### src/rtl/vga_pkg.sv
`default_nettype none
// ============================================================================
// Package  : vga_pkg
// Summary  : Shared VESA mode timing constants and elaboration-time helpers.
// Revision : 1.0 - initial release
// ============================================================================
package vga_pkg;

   typedef struct packed {
      int disp;
      int fp;
      int pw;
      int bp;
   } vga_axis_t;

   typedef struct packed {
      vga_axis_t h;
      vga_axis_t v;
      bit        h_pol;
      bit        v_pol;
   } vga_mode_t;

   localparam vga_mode_t VGA_640X480_60 = '{
      h     : '{640, 16,  96, 48},
      v     : '{480, 10,   2, 29},
      h_pol : 1'b0,
      v_pol : 1'b0
   };

   localparam vga_mode_t VGA_800X600_60 = '{
      h     : '{800, 40, 128, 88},
      v     : '{600,  1,   4, 23},
      h_pol : 1'b1,
      v_pol : 1'b1
   };

   function automatic int h_total(input int disp, input int fp, input int pw, input int bp);
      return disp + fp + pw + bp;
   endfunction

   function automatic int v_total(input int disp, input int fp, input int pw, input int bp);
      return disp + fp + pw + bp;
   endfunction

   // Bits needed to hold value distinct states (0 for value <= 1).
   function automatic int clog2(input int value);
      int r;
      int v;
      r = 0;
      v = value - 1;
      while (v > 0) begin
         r = r + 1;
         v = v >> 1;
      end
      return r;
   endfunction

endpackage
`default_nettype wire

### src/rtl/vga_timing_gen_if.sv
`default_nettype none
// ============================================================================
// Interface : vga_timing_gen_if
// Summary   : Timing bundle from the generator to the renderer / fb reader.
// Revision  : 1.0 - initial release
// ============================================================================
interface vga_timing_gen_if #(
   parameter int COUNTER_BITS = 10
);
   logic                    pix_en;
   logic [COUNTER_BITS-1:0] h_count;
   logic [COUNTER_BITS-1:0] v_count;
   logic                    h_sync;
   logic                    v_sync;
   logic                    bright;
   logic                    vblank;
   logic                    line_start;
   logic                    frame_start;

   modport master (
      output pix_en, h_count, v_count, h_sync, v_sync,
             bright, vblank, line_start, frame_start
   );

   modport slave (
      input  pix_en, h_count, v_count, h_sync, v_sync,
             bright, vblank, line_start, frame_start
   );
endinterface
`default_nettype wire

### src/rtl/pixel_strobe_gen.sv
`default_nettype none
// ============================================================================
// Module   : pixel_strobe_gen
// Summary  : Divides the system clock into a one-cycle pixel tick every CLK_DIV clocks.
// Revision : 1.0 - initial release
// ============================================================================
module pixel_strobe_gen
   import vga_pkg::*;
#(
   parameter int CLK_DIV = 2
)(
   input  wire logic clk_50MHz,
   input  wire logic clear,
   input  wire logic enable,
   output logic      tick
);

   generate
      if (CLK_DIV < 1) begin : g_err_clk_div
         $error("pixel_strobe_gen: CLK_DIV must be at least 1");
      end

      if (CLK_DIV <= 1) begin : g_div_one
         // Every enabled clock is a pixel; the divider state collapses away.
         logic w_unused_div_one;
         assign w_unused_div_one = &{1'b0, clk_50MHz, clear};
         assign tick = enable;
      end else begin : g_div_n
         localparam int c_DIV_BITS = clog2(CLK_DIV);
         localparam logic [c_DIV_BITS-1:0] c_DIV_LAST = c_DIV_BITS'(CLK_DIV - 1);

         logic [c_DIV_BITS-1:0] r_div_cnt;

         always_ff @(posedge clk_50MHz) begin
            if (!clear) begin
               r_div_cnt <= '0;
            end else if (enable) begin
               if (r_div_cnt == c_DIV_LAST) begin
                  r_div_cnt <= '0;
               end else begin
                  r_div_cnt <= r_div_cnt + c_DIV_BITS'(1);
               end
            end
         end

         assign tick = enable && (r_div_cnt == c_DIV_LAST);
      end
   endgenerate

endmodule
`default_nettype wire

### src/rtl/vga_timing_gen.sv
`default_nettype none
// ============================================================================
// Module   : vga_timing_gen
// Summary  : Parametrised VESA-style raster counters, sync, blanking and markers.
// Revision : 1.0 - initial release
// ============================================================================
module vga_timing_gen
   import vga_pkg::*;
#(
   parameter int H_DISP       = VGA_640X480_60.h.disp,
   parameter int H_FP         = VGA_640X480_60.h.fp,
   parameter int H_PW         = VGA_640X480_60.h.pw,
   parameter int H_BP         = VGA_640X480_60.h.bp,
   parameter int V_DISP       = VGA_640X480_60.v.disp,
   parameter int V_FP         = VGA_640X480_60.v.fp,
   parameter int V_PW         = VGA_640X480_60.v.pw,
   parameter int V_BP         = VGA_640X480_60.v.bp,
   parameter int CLK_DIV      = 2,
   parameter int H_SYNC_POL   = 0,
   parameter int V_SYNC_POL   = 0,
   parameter int COUNTER_BITS = 10
)(
   input  wire logic        clk_50MHz,
   input  wire logic        clear,
   input  wire logic        enable,
   vga_timing_gen_if.master vga
);

   localparam int c_H_TOTAL   = h_total(H_DISP, H_FP, H_PW, H_BP);
   localparam int c_V_TOTAL   = v_total(V_DISP, V_FP, V_PW, V_BP);
   localparam int c_MAX_TOTAL = (c_H_TOTAL > c_V_TOTAL) ? c_H_TOTAL : c_V_TOTAL;

   generate
      if (clog2(c_MAX_TOTAL) > COUNTER_BITS) begin : g_err_counter_bits
         $error("vga_timing_gen: COUNTER_BITS too small for H_TOTAL/V_TOTAL");
      end
      if (H_FP < 1 || H_PW < 1 || H_BP < 1 || V_FP < 1 || V_PW < 1 || V_BP < 1) begin : g_err_porch
         $error("vga_timing_gen: porch and sync widths must be non-zero");
      end
      if (CLK_DIV < 1) begin : g_err_clk_div
         $error("vga_timing_gen: CLK_DIV must be at least 1");
      end
   endgenerate

   localparam logic [COUNTER_BITS-1:0] c_H_LAST     = COUNTER_BITS'(c_H_TOTAL - 1);
   localparam logic [COUNTER_BITS-1:0] c_V_LAST     = COUNTER_BITS'(c_V_TOTAL - 1);
   localparam logic [COUNTER_BITS-1:0] c_H_DISP     = COUNTER_BITS'(H_DISP);
   localparam logic [COUNTER_BITS-1:0] c_V_DISP     = COUNTER_BITS'(V_DISP);
   localparam logic [COUNTER_BITS-1:0] c_HS_START   = COUNTER_BITS'(H_DISP + H_FP);
   localparam logic [COUNTER_BITS-1:0] c_HS_END     = COUNTER_BITS'(H_DISP + H_FP + H_PW);
   localparam logic [COUNTER_BITS-1:0] c_VS_START   = COUNTER_BITS'(V_DISP + V_FP);
   localparam logic [COUNTER_BITS-1:0] c_VS_END     = COUNTER_BITS'(V_DISP + V_FP + V_PW);
   localparam logic                    c_HS_ACTIVE  = (H_SYNC_POL != 0);
   localparam logic                    c_VS_ACTIVE  = (V_SYNC_POL != 0);

   logic                    w_tick;
   logic [COUNTER_BITS-1:0] w_h_next;
   logic [COUNTER_BITS-1:0] w_v_next;
   logic                    w_h_sync_next;
   logic                    w_v_sync_next;
   logic                    w_bright_next;
   logic                    w_vblank_next;
   logic                    w_line_start_next;
   logic                    w_frame_start_next;

   logic                    r_pix_en;
   logic [COUNTER_BITS-1:0] r_h_count;
   logic [COUNTER_BITS-1:0] r_v_count;
   logic                    r_h_sync;
   logic                    r_v_sync;
   logic                    r_bright;
   logic                    r_vblank;
   logic                    r_line_start;
   logic                    r_frame_start;

   pixel_strobe_gen #(
      .CLK_DIV   (CLK_DIV)
   ) u_pixel_strobe_gen (
      .clk_50MHz (clk_50MHz),
      .clear     (clear),
      .enable    (enable),
      .tick      (w_tick)
   );

   always_comb begin
      w_h_next = r_h_count;
      w_v_next = r_v_count;
      if (w_tick) begin
         if (r_h_count == c_H_LAST) begin
            w_h_next = '0;
            if (r_v_count == c_V_LAST) begin
               w_v_next = '0;
            end else begin
               w_v_next = r_v_count + COUNTER_BITS'(1);
            end
         end else begin
            w_h_next = r_h_count + COUNTER_BITS'(1);
         end
      end
   end

   // Decode from next-state counts so registered outputs line up with the counters.
   always_comb begin
      w_bright_next      = (w_h_next < c_H_DISP) && (w_v_next < c_V_DISP);
      w_vblank_next      = (w_v_next >= c_V_DISP);
      w_h_sync_next      = ((w_h_next >= c_HS_START) && (w_h_next < c_HS_END)) ? c_HS_ACTIVE : ~c_HS_ACTIVE;
      w_v_sync_next      = ((w_v_next >= c_VS_START) && (w_v_next < c_VS_END)) ? c_VS_ACTIVE : ~c_VS_ACTIVE;
      w_line_start_next  = w_tick && (w_h_next == '0);
      w_frame_start_next = w_line_start_next && (w_v_next == '0);
   end

   always_ff @(posedge clk_50MHz) begin
      if (!clear) begin
         r_pix_en      <= 1'b0;
         r_h_count     <= '0;
         r_v_count     <= '0;
         r_h_sync      <= ~c_HS_ACTIVE;
         r_v_sync      <= ~c_VS_ACTIVE;
         r_bright      <= 1'b1;
         r_vblank      <= 1'b0;
         r_line_start  <= 1'b0;
         r_frame_start <= 1'b0;
      end else begin
         r_pix_en      <= w_tick;
         r_h_count     <= w_h_next;
         r_v_count     <= w_v_next;
         r_h_sync      <= w_h_sync_next;
         r_v_sync      <= w_v_sync_next;
         r_bright      <= w_bright_next;
         r_vblank      <= w_vblank_next;
         r_line_start  <= w_line_start_next;
         r_frame_start <= w_frame_start_next;
      end
   end

   assign vga.pix_en      = r_pix_en;
   assign vga.h_count     = r_h_count;
   assign vga.v_count     = r_v_count;
   assign vga.h_sync      = r_h_sync;
   assign vga.v_sync      = r_v_sync;
   assign vga.bright      = r_bright;
   assign vga.vblank      = r_vblank;
   assign vga.line_start  = r_line_start;
   assign vga.frame_start = r_frame_start;

endmodule
`default_nettype wire

### src/flat_wrapper.sv
// flat-port wrapper written by rule: the top's interface ports become plain ports
module vga_timing_gen_flat import vga_pkg::*;
#(
   parameter int H_DISP       = VGA_640X480_60.h.disp,
   parameter int H_FP         = VGA_640X480_60.h.fp,
   parameter int H_PW         = VGA_640X480_60.h.pw,
   parameter int H_BP         = VGA_640X480_60.h.bp,
   parameter int V_DISP       = VGA_640X480_60.v.disp,
   parameter int V_FP         = VGA_640X480_60.v.fp,
   parameter int V_PW         = VGA_640X480_60.v.pw,
   parameter int V_BP         = VGA_640X480_60.v.bp,
   parameter int CLK_DIV      = 2,
   parameter int H_SYNC_POL   = 0,
   parameter int V_SYNC_POL   = 0,
   parameter int COUNTER_BITS = 10
)
  (clk_50MHz, clear, enable, vga_pix_en, vga_h_count, vga_v_count, vga_h_sync, vga_v_sync, vga_bright, vga_vblank, vga_line_start, vga_frame_start);
  vga_timing_gen_if #(.COUNTER_BITS(COUNTER_BITS)) vga_i ();
  input  wire logic clk_50MHz;
  input  wire logic clear;
  input  wire logic enable;
  output wire logic [$bits(vga_i.pix_en)-1:0] vga_pix_en;
  output wire logic [$bits(vga_i.h_count)-1:0] vga_h_count;
  output wire logic [$bits(vga_i.v_count)-1:0] vga_v_count;
  output wire logic [$bits(vga_i.h_sync)-1:0] vga_h_sync;
  output wire logic [$bits(vga_i.v_sync)-1:0] vga_v_sync;
  output wire logic [$bits(vga_i.bright)-1:0] vga_bright;
  output wire logic [$bits(vga_i.vblank)-1:0] vga_vblank;
  output wire logic [$bits(vga_i.line_start)-1:0] vga_line_start;
  output wire logic [$bits(vga_i.frame_start)-1:0] vga_frame_start;
  assign vga_pix_en = vga_i.pix_en;
  assign vga_h_count = vga_i.h_count;
  assign vga_v_count = vga_i.v_count;
  assign vga_h_sync = vga_i.h_sync;
  assign vga_v_sync = vga_i.v_sync;
  assign vga_bright = vga_i.bright;
  assign vga_vblank = vga_i.vblank;
  assign vga_line_start = vga_i.line_start;
  assign vga_frame_start = vga_i.frame_start;
  vga_timing_gen #(.H_DISP(H_DISP), .H_FP(H_FP), .H_PW(H_PW), .H_BP(H_BP), .V_DISP(V_DISP), .V_FP(V_FP), .V_PW(V_PW), .V_BP(V_BP), .CLK_DIV(CLK_DIV), .H_SYNC_POL(H_SYNC_POL), .V_SYNC_POL(V_SYNC_POL), .COUNTER_BITS(COUNTER_BITS)) u_core (.clk_50MHz(clk_50MHz), .clear(clear), .enable(enable), .vga(vga_i));
endmodule
### config.mk
export PLATFORM = sky130hd
export DESIGN_NAME = vga_timing_gen_flat
export DESIGN_NICKNAME = d
export VERILOG_FILES = /design/src/rtl/vga_pkg.sv /design/src/rtl/vga_timing_gen_if.sv /design/src/rtl/pixel_strobe_gen.sv /design/src/rtl/vga_timing_gen.sv /design/src/flat_wrapper.sv
export SDC_FILE = /design/constraint.sdc
export NUM_CORES = 1
export LEC_CHECK = 0
export BUFFER_PORTS_ARGS = -buffer_cell sky130_fd_sc_hd__buf_2
export CAP_MARGIN = 5
export CORE_ASPECT_RATIO = 0.7
export CORE_MARGIN = 2
export CORE_UTILIZATION = 61
export CTS_BUF_LIST = sky130_fd_sc_hd__clkbuf_8
export CTS_CLUSTER_DIAMETER = 150
export DETAILED_ROUTE_END_ITERATION = 12
export GPL_ROUTABILITY_DRIVEN = 0
export PLACE_DENSITY = 0.91
export SLEW_MARGIN = 40
export SYNTH_ARGS = -nofsm -noshare
export SYNTH_HDL_FRONTEND = slang
export SYNTH_SLANG_ARGS = --single-unit
### constraint.sdc
create_clock -name clk_50MHz -period 3.5 [get_ports clk_50MHz]
set_input_delay 0.175 -clock clk_50MHz [delete_from_list [all_inputs] [get_ports clk_50MHz]]
set_output_delay 0.175 -clock clk_50MHz [all_outputs]
set_load 0.05 [all_outputs]
; ---- Word-level counts from Yosys, hierarchy flattened
; Cells that the tools add are included.
[op_classes]
mux = 8
reduce_logical = 8
magnitude_cmp = 7
n_eq_ne = 2
add_sub_neg = 3
[ops]
columns = cell, n
row1 = $mux 10, 5
row2 = $add 10x1->10 const B, 2
row3 = $eq 10x10->1 const B, 2
row4 = $ge 10x9->1 const B, 2
row5 = $logic_not 10->1, 2
row6 = $lt 10x10->1 const B, 2
row7 = $lt 10x9->1 const B, 2
row8 = $ge 10x10->1 const B, 1
row9 = $logic_and 1x1->1, 6
row10 = $mux 1, 3
row11 = $add 1x1->1 const B, 1
[word_totals]
output_inout_bits = 27
register_bits = 28
word_cells = 38
input_bits = 3

; ---- Logic depth before layout (Yosys ltp)
[logic_depth]
depth_word = 7
mapped_depth = 9

; ---- Cells and area by module
; Synthesis repeated with hierarchy kept, for this count alone.
[hier_totals]
cells_unflattened = 190
area_unflattened_um2 = 1662.8
[by_module_without_submodules]
columns = mod, area_per_inst_um2, n_inst, cells_per_inst
row1 = vga_timing_gen, 1620.3, 1, 186
row2 = pixel_strobe_gen, 42.5, 1, 4

; ---- Worst setup path before layout
; No wires, ideal clock.
[synth_path]
path_kind = flip-flop to flip-flop
from = reg u_core.r_h_count[0] (netlist: u_core.vga.h_count[0])
to = reg u_core.r_v_sync (netlist: u_core.vga.v_sync)
arrival_ps = 2543
t_required_ps = 3366
path_slack_ps = 823
path_stages_with_launch = 8
setup_ps = 134
cell_sequence = dfxtp_1 > ha_1 > and4_1 > nand4_2 > buf_2 > a211oi_1 > o221ai_1 > or4_1
[synth_via]
elab_chain_cells = 6
[synth_rtl]
columns = item, line
row1 = start: declaration, vga_timing_gen.sv:67  ; logic [COUNTER_BITS-1:0] r_h_count;
row2 = start signal: assignment, vga_timing_gen.sv:125  ; r_h_count <= w_h_next;
row3 = $eq 10x10->1 (*), vga_timing_gen.sv:89  ; if (r_h_count == c_H_LAST) begin
row4 = $mux 10 (*), vga_timing_gen.sv:89
row5 = $mux 10 (*), vga_timing_gen.sv:88  ; if (w_tick) begin
row6 = $ge 10x9->1 / $lt 10x9->1 (equally long branches), vga_timing_gen.sv:107  ; w_v_sync_next = ((w_v_next >= c_VS_START) && (w_v_next < c_VS_END)) ? c_VS_ACTIVE : ~c_VS_ACTIVE;
row7 = $logic_and 1x1->1 (*), vga_timing_gen.sv:107
row8 = $mux 1 (*), vga_timing_gen.sv:107
row9 = end signal: assignment, vga_timing_gen.sv:118  ; r_v_sync <= ~c_VS_ACTIVE;
row10 = end signal: assignment, vga_timing_gen.sv:128  ; r_v_sync <= w_v_sync_next;
row11 = end: declaration, vga_timing_gen.sv:70  ; logic r_v_sync;
; Every way passes the cells marked *; elsewhere a longest branch is shown, timed or not.
; A chain may end at the register's enable or synchronous reset.

; ---- Final worst setup path
; Ends and elaborated chain as after synthesis.

==> results.toml <==
[run_status]
outcome = "finished clean"

[timing]
worst_clock_skew_ns = 0.00352
slew_headroom_pct = 53.3
max_clock_freq_mhz = 360
slew_violations = 0
min_period_ns = 2.78
tns_ns = 0
min_period_over_period_pct = 79.4
setup_viol_count_final = 0
timing_hold_violations_final = 0
rsz_0062_raised_after_global_routing = "false"
timing_worst_slew_pin_value_ns = 0.700

[critical_path]
endpoint_kind = "flip-flop"
crit_chain = "ha_1, and4_1, nand4_2, nor4_1, o221ai_1, or4_1"
cpMaxStageDelayCell = "sky130_fd_sc_hd__or4_1"
worstPathArrival_ns = 2.94
r2r_slack_ns = 0.72
required_ns = 3.66
critPathLaunchType = "flip-flop"
critical_path_class = "reg -> reg"
cpPeakStageDelay_ns = 0.53
critical_path.max_fanout = 17

[grt]
gr-usage-met2_pct = 42.7
grt_start_max_net_pins = 23
grt_pass1_vias = 1297
grt_util_met1_pct = 35.6
antenna_found_initial = 0
grt-ovfl-total = 0
grt_use_total_pct = 26.0
grt_first_pass_wirelength_microns = 5930
busiest_layer = "met2"
globalRouteMet3Util_pct = 7.09

[final_layout]
design_area_sq_um = 1750
fin_nets = 214
final-instance-count-excl-fill = 241
area.sequential_sq_um = 561
area_delta_synth_final_pct = 13.1
antenna_cells_inserted = 0
multi_input_comb_area_sq_um = 903
layout_cell_share_with_drive_strength_beyond_1_pct = 20.8
layout.core_utilization_pct = 71.7
layout.filler_cells = 188

[synthesis]
async_flop_share_pct = 0
netlist.top_cell.by_area = "sky130_fd_sc_hd__dfxtp_1"
count_of_flip_flops_with_a_built_in_enable_after_synthesis = 0
post_synth_inst_count = 184
post_synth_top_area_share_pct = 36.2
synth_seq_cells = 28
synthesis.nets = 190
average_cell_area_after_synthesis_sq_um = 8.40
dominantRegCellSynth = "sky130_fd_sc_hd__dfxtp_1"
synth.top_cells.by_area = "sky130_fd_sc_hd__dfxtp_1, sky130_fd_sc_hd__nor2_1, sky130_fd_sc_hd__nand4_1"
yosysWarnings = 0
yosys-top-cells-count = "sky130_fd_sc_hd__dfxtp_1, sky130_fd_sc_hd__nor2_1, sky130_fd_sc_hd__nand2_1"
synth-seq-area-share_pct = 36.2
synth_cell_type_count = 47
synth_area_sq_um = 1550
synth.most_common_cell = "sky130_fd_sc_hd__dfxtp_1"

[drt]
vias_per_cell = 6.32
detail-route-antenna-nets = 0
route.vias.total = 1522
route.detailed.wl_per_inst_microns = 15.3
drc = 0
detailed_router_iteration_count_before_antenna_repair = 6
drt_iter0_markers = 108
detail_route.wirelength_microns = 3680

[clocking]
cts_post_setup_buffers_inserted = 0
cts_max_path_buffers = 2
numClockSinks = 28
clockRootBuffer = "sky130_fd_sc_hd__clkbuf_8"
tritoncts = "done"
cts_resized = 0
clk_pin_slew_worst_paths_ns = 0.09
cts_buffers = 3
cts_htree_levels = 1
clkLatencyLatePin_ns = 0.27
holdBufCountCts = 0

[power_and_ir_drop]
seq_power_share_pct = 52.9
p_int_uw = 488
powerDensity_nw_per_um2 = 355
share_of_total_power_in_the_clock_network_pct = 40.4
pwr-share-comb_pct = 6.7
power.net_switching_uw = 132
power.ir.vdd_worst_mv = 0.288
p_leak_uw = 0.000684
netSwitchingFraction_pct = 21.3

[floorplanning]
design.core.area_sq_um = 2440
pin_count = 30
initial_utilization_pct = 63.4
chipWidth_microns = 64.2
fp-row-count = 15
dieArea_sq_um = 2960
die_y_extent_microns = 46.1

[flow_run]
maxCapViolCount = 0

[place]
port-buffer-count = 29
placement.cell_area_sq_um = 1680
numPlacedInstances = 237
dp.final_hpwl_microns = 2710

[min_path]
min_path_type = "in -> reg"
## critical path, delay by kind of cell, from the launching register on
kind	cells	cell delay [ns]
simple gates	4	1.69
fa+ha+maj	1	0.29
flops	1	0.44
compound gates	1	0.25
## final cells by class
type,instances,area share (%)
multi-input combinational,139,51.6
sequential,28,32.0
timing repair buffer,29,8.30
tap,34,2.43
clock buffer,3,2.36
clock inverter,1,1.72
inverter,7,1.50
## power by group through the flow
stage               clock network (uW)  logic [uW]  registers [uW]
finish                             251        41.8             328
global route                       266        45.0             329
CTS                                253        42.0             328
detailed placement                   0        41.7             335
global placement                     0        40.2             335
floorplan                            0        20.2             347
## cell usage in the layout (no fill, tap or decap), types with 4 or more instances in the layout
cell and count:
sky130_fd_sc_hd__nand2_1 14, sky130_fd_sc_hd__nand4_1 11, sky130_fd_sc_hd__nor3_1 5, sky130_fd_sc_hd__nor4_1 5, sky130_fd_sc_hd__buf_2 29, sky130_fd_sc_hd__nand3_1 6
sky130_fd_sc_hd__nor2_1 27, sky130_fd_sc_hd__and4_1 5, sky130_fd_sc_hd__o21ai_0 4, sky130_fd_sc_hd__inv_1 7, sky130_fd_sc_hd__xor2_1 6, sky130_fd_sc_hd__dfxtp_1 28
sky130_fd_sc_hd__xnor2_1 7, sky130_fd_sc_hd__a21oi_1 11
## worst paths after layout
kind                                             from                     to  depth (start not counted)
worst max-delay path            u_core.vga.h_count[0]      u_core.vga.v_sync                          6
worst min-delay path                            clear      u_core.vga.bright                          2
worst max register to register  u_core.vga.h_count[0]      u_core.vga.v_sync                          6
worst min register to register  u_core.vga.h_count[0]  u_core.vga.h_count[0]                          2
## per-layer routing
layer | wire length [microns] | vias to the layer above
li1 | - | 717
met1 | 1580 | 693
met2 | 1630 | 102
met3 | 437 | 10
met4 | 33 | 0
met5 | 0 | -
## registers in the layout, indices dropped and copies added, names as in the netlist
signal                                       cells
u_core.vga.h_count                              10
u_core.vga.v_count                              10
u_core.u_pixel_strobe_gen.g_div_n.r_div_cnt      1
u_core.vga.bright                                1
u_core.vga.frame_start                           1
u_core.vga.h_sync                                1
u_core.vga.line_start                            1
u_core.vga.pix_en                                1
u_core.vga.v_sync                                1
u_core.vga.vblank                                1
## stage by stage
stage	total power (uW)	worst slack, ns	hold slack, ns
after detailed placement	377	0.851	0.391
after CTS	623	0.821	0.110
final	620	0.721	0.111
after global placement	375	0.986	0.378
after floorplan	367	0.823	0.251
after global routing	640	0.598	0.107
## kinds of logic (layout without fill, tap and decap cells)
logic type | after synthesis | count (layout) | share of synthesized area, %
AND/OR/NAND/NOR | 92 | 92 | 34.4
AO/OA/AOI/OAI | 31 | 31 | 14.2
flip-flops | 28 | 28 | 36.2
buffers and inverters | 17 | 40 | 5.34
XOR/XNOR | 13 | 13 | 7.36
adder cells (fa/ha/maj) | 3 | 3 | 2.43
(Power assumes the default switching activity.)
